## src/rtl/hid_key_event_gen.sv

```systemverilog
// rtl/hid_key_event_gen.sv - diffs HID reports into ordered make/break events with typematic repeat
module hid_key_event_gen #(
    parameter int NUM_KEYS     = 6,
    parameter int FIFO_DEPTH   = 16,
    parameter int REPEAT_EN    = 1,
    parameter int REPEAT_DELAY = 24000000,
    parameter int REPEAT_RATE  = 2400000
) (
    input  logic                  clk,
    input  logic                  reset,
    input  logic                  report_valid,
    input  logic [7:0]            report_mod,
    input  logic [8*NUM_KEYS-1:0] report_keys,
    output logic                  evt_valid,
    input  logic                  evt_ready,
    output logic [7:0]            evt_code,
    output logic                  evt_pressed,
    output logic                  evt_repeat,
    output logic                  busy,
    output logic                  report_drop
);

    localparam int E  = 8 + NUM_KEYS;
    localparam int IW = $clog2(E);
    localparam int AW = $clog2(FIFO_DEPTH);
    localparam int CW = AW + 1;

    typedef enum logic [1:0] {S_IDLE, S_BRK, S_MAK, S_COMMIT} state_t;

    state_t                  state, state_nx;
    logic [IW-1:0]           idx, idx_nx;

    logic [7:0]              cur_mod, prev_mod, pend_mod;
    logic [8*NUM_KEYS-1:0]   cur_keys, prev_keys, pend_keys;
    logic                    pend_valid;
    logic [7:0]              cur_k  [NUM_KEYS];
    logic [7:0]              prev_k [NUM_KEYS];
    logic [NUM_KEYS-1:0]     brk_slot, mak_slot;

    logic                    rollover, new_rep;
    logic                    ent_brk, ent_mak;
    logic [7:0]              brk_code, mak_code;
    logic                    scan_need, scan_push, scan_pressed;
    logic [7:0]              scan_code;

    logic [9:0]              mem [FIFO_DEPTH];
    logic [AW-1:0]           wr_ptr, rd_ptr;
    logic [CW-1:0]           count;
    logic                    fifo_pop, fifo_push, can_push;
    logic [9:0]              fifo_wdata;

    logic                    rpt_active, rpt_first, rpt_due, rpt_push, rpt_ok;
    logic [7:0]              rpt_code;
    logic [31:0]             rpt_timer, rpt_term;

    // Unpack usage slots and flag ErrorRollOver reports
    always_comb begin
        rollover = 1'b0;
        for (int j = 0; j < NUM_KEYS; j++) begin
            cur_k[j]  = cur_keys[j*8 +: 8];
            prev_k[j] = prev_keys[j*8 +: 8];
            if (report_keys[j*8 +: 8] == 8'h01) rollover = 1'b1;
        end
    end

    assign new_rep = report_valid && !rollover;

    // Per-slot break/make candidates; duplicates defer to the lowest slot
    always_comb begin
        for (int j = 0; j < NUM_KEYS; j++) begin
            brk_slot[j] = (prev_k[j] != 8'h00);
            mak_slot[j] = (cur_k[j] != 8'h00);
            for (int k = 0; k < NUM_KEYS; k++) begin
                if (cur_k[k] == prev_k[j]) brk_slot[j] = 1'b0;
                if (prev_k[k] == cur_k[j]) mak_slot[j] = 1'b0;
                if (k < j && prev_k[k] == prev_k[j]) brk_slot[j] = 1'b0;
                if (k < j && cur_k[k] == cur_k[j]) mak_slot[j] = 1'b0;
            end
        end
    end

    // Select the entry addressed by the scan index
    always_comb begin
        brk_code = 8'hE0 | {5'd0, idx[2:0]};
        mak_code = 8'hE0 | {5'd0, idx[2:0]};
        ent_brk  = prev_mod[idx[2:0]] & ~cur_mod[idx[2:0]];
        ent_mak  = cur_mod[idx[2:0]] & ~prev_mod[idx[2:0]];
        if (idx >= IW'(8)) begin
            ent_brk = 1'b0;
            ent_mak = 1'b0;
            for (int j = 0; j < NUM_KEYS; j++) begin
                if (idx == IW'(j + 8)) begin
                    brk_code = prev_k[j];
                    mak_code = cur_k[j];
                    ent_brk  = brk_slot[j];
                    ent_mak  = mak_slot[j];
                end
            end
        end
    end

    assign scan_pressed = (state == S_MAK);
    assign scan_code    = scan_pressed ? mak_code : brk_code;
    assign scan_need    = (state == S_BRK && ent_brk) || (state == S_MAK && ent_mak);
    assign fifo_pop     = evt_valid && evt_ready;
    assign can_push     = (count != CW'(FIFO_DEPTH)) || fifo_pop;
    assign scan_push    = scan_need && can_push;

    // Scan sequencing: advance one entry per cycle unless a push is blocked
    always_comb begin
        state_nx = state;
        idx_nx   = idx;
        case (state)
            S_IDLE: begin
                if (new_rep) begin
                    state_nx = S_BRK;
                    idx_nx   = '0;
                end
            end
            S_BRK, S_MAK: begin
                if (!(scan_need && !can_push)) begin
                    if (idx == IW'(E - 1)) begin
                        state_nx = (state == S_BRK) ? S_MAK : S_COMMIT;
                        idx_nx   = '0;
                    end else begin
                        idx_nx = idx + IW'(1);
                    end
                end
            end
            S_COMMIT: begin
                idx_nx   = '0;
                state_nx = (pend_valid || new_rep) ? S_BRK : S_IDLE;
            end
            default: begin
                state_nx = S_IDLE;
                idx_nx   = '0;
            end
        endcase
    end

    // FSM state and scan index registers
    always_ff @(posedge clk or posedge reset) begin
        if (reset) begin
            state <= S_IDLE;
            idx   <= '0;
        end else begin
            state <= state_nx;
            idx   <= idx_nx;
        end
    end

    // Report capture, pending slot, commit of the scanned report
    always_ff @(posedge clk or posedge reset) begin
        if (reset) begin
            cur_mod     <= '0;
            cur_keys    <= '0;
            prev_mod    <= '0;
            prev_keys   <= '0;
            pend_mod    <= '0;
            pend_keys   <= '0;
            pend_valid  <= 1'b0;
            report_drop <= 1'b0;
        end else if (state == S_IDLE) begin
            if (new_rep) begin
                cur_mod  <= report_mod;
                cur_keys <= report_keys;
            end
        end else if (state == S_COMMIT) begin
            prev_mod  <= cur_mod;
            prev_keys <= cur_keys;
            if (pend_valid) begin
                cur_mod    <= pend_mod;
                cur_keys   <= pend_keys;
                pend_valid <= new_rep;
                if (new_rep) begin
                    pend_mod  <= report_mod;
                    pend_keys <= report_keys;
                end
            end else if (new_rep) begin
                cur_mod  <= report_mod;
                cur_keys <= report_keys;
            end
        end else if (new_rep) begin
            pend_mod   <= report_mod;
            pend_keys  <= report_keys;
            pend_valid <= 1'b1;
            if (pend_valid) report_drop <= 1'b1;
        end
    end

    assign rpt_ok   = (REPEAT_EN != 0) && (scan_code >= 8'h04) && (scan_code <= 8'hDF);
    assign rpt_term = rpt_first ? 32'(REPEAT_DELAY - 1) : 32'(REPEAT_RATE - 1);
    assign rpt_due  = rpt_active && (rpt_timer == rpt_term);
    assign rpt_push = rpt_due && !scan_push && can_push;

    // Typematic target and timer; a blocked repeat holds at terminal count
    always_ff @(posedge clk or posedge reset) begin
        if (reset) begin
            rpt_active <= 1'b0;
            rpt_first  <= 1'b0;
            rpt_code   <= '0;
            rpt_timer  <= '0;
        end else if (scan_push && scan_pressed && rpt_ok) begin
            rpt_active <= 1'b1;
            rpt_first  <= 1'b1;
            rpt_code   <= scan_code;
            rpt_timer  <= '0;
        end else if (scan_push && !scan_pressed && rpt_active && scan_code == rpt_code) begin
            rpt_active <= 1'b0;
        end else if (rpt_push) begin
            rpt_first <= 1'b0;
            rpt_timer <= '0;
        end else if (rpt_active && !rpt_due) begin
            rpt_timer <= rpt_timer + 32'd1;
        end
    end

    assign fifo_push  = scan_push || rpt_push;
    assign fifo_wdata = scan_push ? {scan_code, scan_pressed, 1'b0} : {rpt_code, 2'b11};

    // Event FIFO storage and pointers
    always_ff @(posedge clk or posedge reset) begin
        if (reset) begin
            for (int i = 0; i < FIFO_DEPTH; i++) mem[i] <= '0;
            wr_ptr <= '0;
            rd_ptr <= '0;
            count  <= '0;
        end else begin
            if (fifo_push) begin
                mem[wr_ptr] <= fifo_wdata;
                wr_ptr      <= wr_ptr + AW'(1);
            end
            if (fifo_pop) rd_ptr <= rd_ptr + AW'(1);
            case ({fifo_push, fifo_pop})
                2'b10:   count <= count + CW'(1);
                2'b01:   count <= count - CW'(1);
                default: count <= count;
            endcase
        end
    end

    assign evt_valid                          = (count != '0);
    assign {evt_code, evt_pressed, evt_repeat} = mem[rd_ptr];
    assign busy                               = (state != S_IDLE);

endmodule

```

## config.mk

```make
export PLATFORM = sky130hd
export DESIGN_NAME = hid_key_event_gen
export DESIGN_NICKNAME = d
export VERILOG_FILES = /design/src/rtl/hid_key_event_gen.sv
export SDC_FILE = /design/constraint.sdc
export NUM_CORES = 1
export LEC_CHECK = 0
export ABC_AREA = 1
export BUFFER_PORTS_ARGS = -buffer_cell sky130_fd_sc_hd__buf_2
export CAP_MARGIN = 10
export CORE_MARGIN = 2
export CORE_UTILIZATION = 35
export DETAILED_ROUTE_END_ITERATION = 8
export GPL_TIMING_DRIVEN = 0
export SKIP_LAST_GASP = 1
export SLEW_MARGIN = 30
export SYNTH_ARGS = -nofsm -noshare
export SYNTH_HDL_FRONTEND = slang
export SYNTH_SLANG_ARGS = --single-unit
```

## constraint.sdc

```tcl
create_clock -name clk -period 16.85 [get_ports clk]
set_clock_uncertainty 0.15 [all_clocks]
set_input_delay 2.5275 -clock clk [delete_from_list [all_inputs] [get_ports clk]]
set_output_delay 2.5275 -clock clk [all_outputs]
set_load 0.01 [all_outputs]
```

# After elaboration in Yosys (flattened, before gate mapping)

Cells that the tools add are included.

Register bits: 391
Input bits: 60
Output and inout bits: 13
Word-level logic and storage cells: 423

$add $sub $neg: 6
Magnitude comparators: 7
Equal/unequal tests: 127
Multiplexer cells: 186
Bitwise logic cells: 8
Reduce and logical (&&, ||, !) cells: 56

Operator list:

| kind                                                     | number |
|---|---|
| == test 8 bit                                            | 103 |
| two-way mux 48 bit                                       | 7 |
| two-way mux 8 bit                                        | 22 |
| bitwise mux 160 bit                                      | 1 |
| two-way mux 1 bit                                        | 134 |
| two-way mux 32 bit                                       | 4 |
| nonzero test 8 bit                                       | 12 |
| == test 8 x 1 -> 1 bit, second input constant            | 6 |
| binary-select mux 10 bit (select 4 bit)                  | 1 |
| demux 10 bit (select 4 bit)                              | 1 |
| two-way mux 10 bit                                       | 4 |
| adder 32 x 1 -> 32 bit, second input constant            | 1 |
| == test 32 x 25 -> 1 bit                                 | 1 |
| two-way mux 25 bit                                       | 1 |
| == test 4 bit, second input constant                     | 6 |
| logical AND 1 bit                                        | 17 |
| adder 4 x 1 -> 4 bit, second input constant              | 3 |
| two-way mux 4 bit                                        | 3 |
| one-hot mux 4 bit (3 select lines)                       | 1 |
| AND reduction 2 bit                                      | 6 |
| nonzero test 2 bit                                       | 6 |
| greater-or-equal comparator 5 bit, second input constant | 2 |
| inequality test 2 bit, second input constant             | 5 |
| inverter 4 -> 5 bit                                      | 2 |
| other kinds (24)                                         | 41 |

# Logic depth before layout (Yosys ltp)

Gate-level depths: netlist (run 1).

Depth after elaboration: 23
Depth in mapped cells: 29
Depth with buffers taken out: 26

# Least setup slack after synthesis (run 1)

No wires, ideal clock.

Path type: input port to flip-flop
Start point: in evt_ready
End point: reg count[4]
Library setup time: 131 ps
Arrival: 4651 ps
Required time: 16569 ps
Path slack: 11918 ps
Cell stages on the path: 17
Path buffers: 2
Cell sequence: inv_1 -> nand3_1 -> inv_1 -> nor3_1 -> inv_1 -> nand2_2 -> buf_6 -> buf_6 -> inv_1 -> ha_1 -> ha_1 -> a21o_1 -> a31oi_1 -> inv_1 -> a21oi_1 -> o21ai_0 -> xor2_1

Word-level cells in the longest chain between the ends: 9
Elaborated cells on any way between the ends: 11
Those cells by class: 2 x eq/ne; 1 x mux; 8 x reduce/logical

RTL lines:

| what                                                                     | RTL line | source |
|---|---|---|
| from (decl)                                                              | 15       | `input logic evt_ready,` |
| logical AND 1 bit (*)                                                    | 105      | `assign fifo_pop = evt_valid && evt_ready;` |
| logical OR 1 bit                                                         | 106      | `assign can_push = (count != CW'(FIFO_DEPTH)) \|\| fifo_pop;` |
| logical AND 1 bit                                                        | 107      | `assign scan_push = scan_need && can_push;` |
| zero test 1 bit                                                          | 194      | `assign rpt_push = rpt_due && !scan_push && can_push;` |
| logical AND 1 bit (2 in series)                                          | 194      |  |
| logical OR 1 bit                                                         | 218      | `assign fifo_push = scan_push \|\| rpt_push;` |
| == test 2 x 1 -> 1 bit or == test 2 bit (tied branches)                  | 234      | `case ({fifo_push, fifo_pop})` |
| one-hot mux 5 bit (2 select lines) or nonzero test 2 bit (tied branches) | -        |  |
| to (signal assigned)                                                     | 235      | `2'b10: count <= count + CW'(1);` |
| to (signal assigned)                                                     | 236      | `2'b01: count <= count - CW'(1);` |
| to (signal assigned)                                                     | 237      | `default: count <= count;` |
| to (decl)                                                                | 48       | `logic [CW-1:0] count;` |

Mark *: on every way between the ends. The rest lies on a longest branch, timed or not.
A chain may end at the register's enable or synchronous reset.

# Worst setup path in the final report (run 1)

Start point: reg rd_ptr[0]
End point: out evt_code[0]

Word-level cells in the longest chain between the ends: 4

RTL lines:

| what                                                   | RTL line | source |
|---|---|---|
| from (decl)                                            | 47       | `logic [AW-1:0] wr_ptr, rd_ptr;` |
| from (signal assigned)                                 | 233      | `if (fifo_pop) rd_ptr <= rd_ptr + AW'(1);` |
| inverter 4 -> 5 bit (implied by the code)              | 243      | `assign {evt_code, evt_pressed, evt_repeat} = mem[rd_ptr];` |
| binary-select mux 10 bit (select 4 bit)                | 243      |  |
| two-way mux 10 bit (implied by the code) (2 in series) | 243      |  |
| to (decl)                                              | 16       | `output logic [7:0] evt_code,` |

No other way between the ends. The select of a mux whose other input is x is not followed.

==> impl_metrics.tcl, run 1 <==
set metrics [dict create \
    outcome "finished, final reports clean" \
    irDropWorstVdd_v 0.0000927 \
    dpl.hpwl_mm 99.9 \
    path_cells "clkbuf_1 > clkbuf_1 > buf_1 > a21oi_1 > o211ai_1 > nand2_1 > buf_2" \
    synth.area.mux_share_pct 0.0353 \
    clock-root-buffer "clkbuf_16" \
    die_h_microns 289 \
    avgSynthCellArea_sq_um 6.58 \
    synth_warnings 0 \
    areaGrowthSynthToFinish_pct 12.4 \
    overflow 0 \
    fmax_ghz 0.171 \
    max_stage_delay_ns 0.54 \
    hold_depth 2 \
    synthAdderAreaFrac_pct 0.688 \
    rsz0062_at_grt "false" \
    fin_nets 4517 \
    syn_inst 4313 \
    cts_setup_buffers 0 \
    cp-start-kind "flip-flop" \
    slew_headroom_pct 20.3 \
    cp_common_cell "clkbuf_1" \
    min_from "mem[92]$_DFFE_PP0P_" \
    fin_util_pct 39.7 \
    ys_types 48 \
    slew_violations 0 \
    cts_tree "yes" \
    gp_congestion 1.06 \
    worstMarginPinSlew_ns 1.20 \
    powerDensity_mw_per_mm2 240 \
    p_leak_nw 15.5 \
    ys.flop_type "dfrtp_1" \
    grt_use_total_pct 32.4 \
    hold_path_class "flip-flop to flip-flop" \
    cts.sinks 391 \
    insertion_delay_ns 0.65 \
    die_w_microns 289 \
    post-place-ws_ns 10.61 \
    maxCapViolCount 0 \
    cts.htree.levels 2 \
    rr_startpoint "prev_keys[42]$_DFFE_PP0P_" \
    synth_edf_count 0 \
    yosysTopAreaCellShare_pct 34.5 \
    n_fill_cell 8689 \
    viasPerCell 5.62 \
    start_util_pct 35.3 \
    yosys-top-cells-count "nand2_1, dfrtp_1, o21ai_0, nor2_1, inv_1" \
    end_kind "output port" \
    grt_pass1_wl_mm 198 \
    placed_area_sq_mm 0.0302 \
    r2r_slack_ns 11.80 \
    antenna_found_initial 7 \
    cp_slowest_cell "buf_1" \
    crit_fanout 10 \
    synth_top_family_by_area "simple AND/OR/NAND/NOR gates" \
    r2r.worst_path.cells 26 \
    fin_ws_ns 11.01 \
    synth_top_cell_by_area "dfrtp_1" \
    startpoint "rd_ptr[0]$_DFFE_PP0P_" \
    io_buffers 72 \
    grt_pass1_vias 28700 \
    required_ns 14.17 \
    hold_viol 0 \
    ys_top_cells_by_area "dfrtp_1, nand2_1, o21ai_0, xnor2_1, nor2_1" \
    synth_simple_gate_area_share_pct 33.3 \
    clock_path_buffers 3 \
    ctsHoldBuffers 0 \
    cts_buffers 49 \
    cts.reportedPaths.clkPinSlew_ns 0.06 \
    drt_iter0_markers 4234 \
    wl_mm 137 \
    async_flop_share_pct 100 \
    grt_max_degree 82 \
    wl_per_cell_microns 24.7 \
    finalCritPeriodShare_pct 34.7 \
    critPathKind "flip-flop to output port" \
    synth_nets 4388 \
    drc 0 \
    worstPathArrival_ns 3.16 \
    ys_seq_area_share_pct 34.5 \
    final_antenna_net_count 0 \
    drt_pass1_iterations 6 \
    regToRegEndpoint "count[4]$_DFFE_PP0P_" \
    timing.critical_path.buf_inv 4 \
    core_sq_mm 0.0804 \
    finalSetupViolCount 0 \
    die-area_sq_mm 0.0834 \
    synth-seq-cells 391 \
    cpLargestDelayFamily "buffers and inverters" \
    synth_most_common_cell "nand2_1" \
    ctsResizeCount 0 \
    drive_gt1_share_pct 8.95 \
    syn-cell-area_sq_mm 0.0284 \
    setup_tns_ns 0 \
    rows 104 \
    fin_crit_ns 5.84 \
    hold_path_end "mem[92]$_DFFE_PP0P_" \
    vias 31200 \
    synthXorXnorAreaFrac_pct 8.30 \
    synth_compound_area_share_pct 13.1 \
    finish.instance_area_sq_mm 0.0319 \
    io_pins 73 \
]
where the power goes:
group          switching [W]  internal [W]  total (W)
sequential          0.000277       0.00134    0.00162
clock               0.000477      0.000626    0.00110
combinational        0.00355       0.00139    0.00494
total                0.00431       0.00335    0.00766
kinds of logic (layout without fill, tap and decap cells):
group                      after synthesis  count (layout)
adders and majority gates               15              15
other                                    0               2
muxes                                    1               1
DFF                                    391             391
buffers and inverters                  674             842
xor gates and xnor gates               269             269
and+or+nand+nor                       2303            2303
AOI/OAI and AO/OA                      660             660
placed cells by master (no fill, tap or decap), drive strengths merged, types with 2 or more instances in the layout:
cell type and n:
diode 2, a21oi 78, xnor2 183, clkbuf 190, nor4 22, inv 328, bufinv 2, nand2 1563
a21o 2, xor2 86, a221oi 2, nor2 378, o211ai 14, clkinvlp 4, buf 271, nand3 135
nor3b 2, o22ai 61, o221ai 18, nand4 163, nor3 29, clkinv 47, a31oi 3, or3 3
a22oi 4, a211oi 56, o21ai 418, and2 5, ha 14, dfrtp 391, o41ai 2
worst max path at each step:
| stage | endpoint | slack (ns) | depth (start not counted) |
|---|---|---|---|
| after floorplan | count[0]$_DFFE_PP0P_ | 3.30 | 1 |
| after global placement | rpt_timer[21]$_DFFE_PP0P_ | -2.44 | 2 |
| after detailed placement | pend_mod[5]$_DFFE_PP0P_ | 10.61 | 11 |
| final | evt_code[0] | 11.01 | 7 |
| after CTS | evt_code[0] | 11.03 | 7 |
| after global routing | evt_code[0] | 10.88 | 7 |
registers in the layout (all words and copies together) (netlist names), 2 cells and up:
signal / count
prev_mod: 8
rpt_code: 8
wr_ptr: 4
cur_keys: 48
state: 2
cur_mod: 8
pend_keys: 48
idx: 4
mem: 160
count: 5
prev_keys: 48
pend_mod: 8
rd_ptr: 4
rpt_timer: 32
area by class of cell:
type / count / area [sq um] / area share, %
well taps: 1060 / 1330 / 4.16
repair buffers: 78 / 503 / 1.58
flip-flops and latches: 391 / 9780 / 30.7
inverters: 362 / 1370 / 4.28
clock buffers: 71 / 1430 / 4.48
plain buffers: 312 / 1530 / 4.80
clock inverters: 19 / 238 / 0.746
diodes: 2 / 5.00 / 0.0157
multi-input cells: 3248 / 15700 / 49.3
through the flow:
| step | hold slack, ns | instances | total power (W) |
|---|---|---|---|
| final | 0.325 | 5543 | 0.00766 |
| after global routing | 0.345 | 5541 | 0.00802 |
| after CTS | 0.327 | 5541 | 0.00742 |
| after detailed placement | 0.310 | 5451 | 0.00631 |
| after global placement | 0.306 | 5445 | 0.00628 |
| after floorplan | 0.294 | 4313 | 0.00450 |
routing by layer:
| metal | vias to the layer above | routed length [microns] | global-route usage, % |
|---|---|---|---|
| li1 | 14100 | - | - |
| met1 | 14700 | 57000 | 44.8 |
| met2 | 2003 | 56600 | 47.1 |
| met3 | 367 | 16200 | 8.06 |
| met4 | 4 | 7230 | 15.2 |
| met5 | - | 30 | 0 |
tightest hold or removal path: cells and delay by family, from the launching register on:
family / cells / cell delay (ns)
flops: 1 / 0.34
simple gates: 2 / 0.11
(Power assumes the default switching activity.)
==> run 2: changes to the inputs <==
==> constraint.sdc (replaced) <==
create_clock -name clk -period 5.7 [get_ports clk]
set_clock_uncertainty 0.15 [all_clocks]
set_input_delay 0.855 -clock clk [delete_from_list [all_inputs] [get_ports clk]]
set_output_delay 0.855 -clock clk [all_outputs]
set_load 0.01 [all_outputs]
==> impl_metrics.tcl, run 2 (synthesized netlist as in run 1, its figures left out) <==
set metrics [dict create \
    critPathKind "flip-flop to flip-flop" \
    drc 0 \
    setup_tns_ns 0 \
    worstPathArrival_ns 5.51 \
    grt_max_degree 29 \
    ctsHoldBuffers 0 \
    finalSetupViolCount 0 \
    viasPerCell 5.64 \
    start_util_pct 35.3 \
    fmax_ghz 0.194 \
    gp_congestion 1.07 \
    rows 104 \
    fin_crit_ns 5.16 \
    cts_tree "yes" \
    finalPower_w 0.0229 \
    post-place-ws_ns 0.779 \
    insertion_delay_ns 0.66 \
    cts.sinks 391 \
    clock_path_buffers 3 \
    cts_setup_buffers 0 \
    grt_pass1_vias 28400 \
    final_cell_mix "nand2_1, dfrtp_1, o21ai_0" \
    wl_per_cell_microns 24.7 \
    die_w_microns 289 \
    fin_ws_ns 0.535 \
    final_antenna_net_count 0 \
    n_antenna_cell 0 \
    cts_buffers 48 \
    slew_violations 0 \
    die_h_microns 289 \
    worstMarginPinSlew_ns 1.11 \
    n_fill_cell 8607 \
    required_ns 6.04 \
    areaGrowthSynthToFinish_pct 13.5 \
    fin_nets 4527 \
    drt_pass1_iterations 6 \
    final_cells 5552 \
    startpoint "cur_keys[20]$_DFFE_PP0N_" \
    drive_gt1_share_pct 9.31 \
    largest_reg_flops 160 \
    io_buffers 72 \
    dpl.hpwl_mm 101 \
    overflow 0 \
    end_kind "flip-flop" \
    top_register "mem" \
    irDropWorstVdd_v 0.000276 \
    slew_headroom_pct 26.0 \
    io_pins 73 \
    clock-root-buffer "clkbuf_16" \
    finalCritPeriodShare_pct 90.6 \
    cts.htree.levels 2 \
    ctsResizeCount 0 \
    grt_pass1_wl_mm 197 \
    die-area_sq_mm 0.0834 \
    vias 31300 \
    p_leak_nw 15.6 \
    powerDensity_mw_per_mm2 712 \
    outcome "finished, final reports clean" \
    final_common_cell "nand2_1" \
    antenna_found_initial 3 \
    dpl.cell_count 5462 \
    maxCapViolCount 0 \
    core_sq_mm 0.0804 \
    rsz0062_at_grt "false" \
    grt_use_total_pct 32.3 \
    cts.reportedPaths.clkPinSlew_ns 0.06 \
    hold_path_class "input port to async pin" \
    crit_fanout 10 \
    rr_startpoint "cur_keys[20]$_DFFE_PP0N_" \
    worst_hold_slack_ns 0.0475 \
    drt_iter0_markers 4423 \
    wl_mm 137 \
    cp-start-kind "flip-flop" \
    hold_viol 0 \
]
## run 2: metal layers
| layer | part of all wire (%) | track usage [%] |
|---|---|---|
| met5 | 0.017 | 0 |
| met4 | 5.0 | 13.4 |
| met3 | 12 | 8.15 |
| met2 | 41 | 46.4 |
| met1 | 43 | 45.7 |
## run 2: final timing paths
check	slack [ns]	end	cells after the start
worst min-delay path	0.05	mem[143]$_DFFE_PP0P_	2
worst min register to register	0.33	mem[58]$_DFFE_PP0P_	2
max in group asynchronous	3.86	pend_keys[46]$_DFFE_PP0P_	8
min in group clk	0.33	mem[58]$_DFFE_PP0P_	2
worst max register to register	0.54	count[4]$_DFFE_PP0P_	27
worst max-delay path	0.54	count[4]$_DFFE_PP0P_	27
## run 2: area by class of cell
type | count | area [sq um] | share of cell area (%)
Tap cell | 1060 | 1330 | 4.12
Inverter | 362 | 1360 | 4.23
Buffer | 312 | 1530 | 4.75
Clock buffer | 58 | 1310 | 4.06
Timing Repair Buffer | 89 | 731 | 2.27
Multi-Input combinational cell | 3248 | 15700 | 48.7
Sequential cell | 391 | 9780 | 30.4
Clock inverter | 32 | 468 | 1.45
## run 2: metrics by stage
| step | area (sq um) | util, % |
|---|---|---|
| floorplan | 28400 | - |
| global placement | 30100 | 37.4 |
| detailed placement | 30400 | 37.9 |
| CTS | 32200 | 40.1 |
| global route | 32200 | 40.1 |
| finish | 32200 | 40.1 |
## run 2: power breakdown
group / internal (W) / total (W) / leakage, nW / switching [W]
registers: 0.00396 / 0.00479 / 4.87 / 0.000832
clock network: 0.00203 / 0.00348 / 0.850 / 0.00145
logic: 0.00411 / 0.0147 / 9.89 / 0.0105
## run 2: worst max-delay path: stages, from the launching register on
cell and delay (ns):
dfrtp_1 0.32, buf_2 0.18, clkinv_1 0.58, nand2_1 0.21
nand4_1 0.29, nor2_1 0.19, nand2_1 0.18, nand2_1 0.10
nor2_1 0.05, nand2_1 0.06, nand2_1 0.05, nand2_1 0.17
nand4_1 0.21, nand2_1 0.20, nand2_2 0.10, nand2_2 0.13
nand2_2 0.12, buf_6 0.17, buf_6 0.14, inv_1 0.06
ha_1 0.28, ha_1 0.31, a21o_1 0.17, a31oi_1 0.14
inv_1 0.07, a21oi_1 0.10, o21ai_0 0.11, xor2_1 0.16
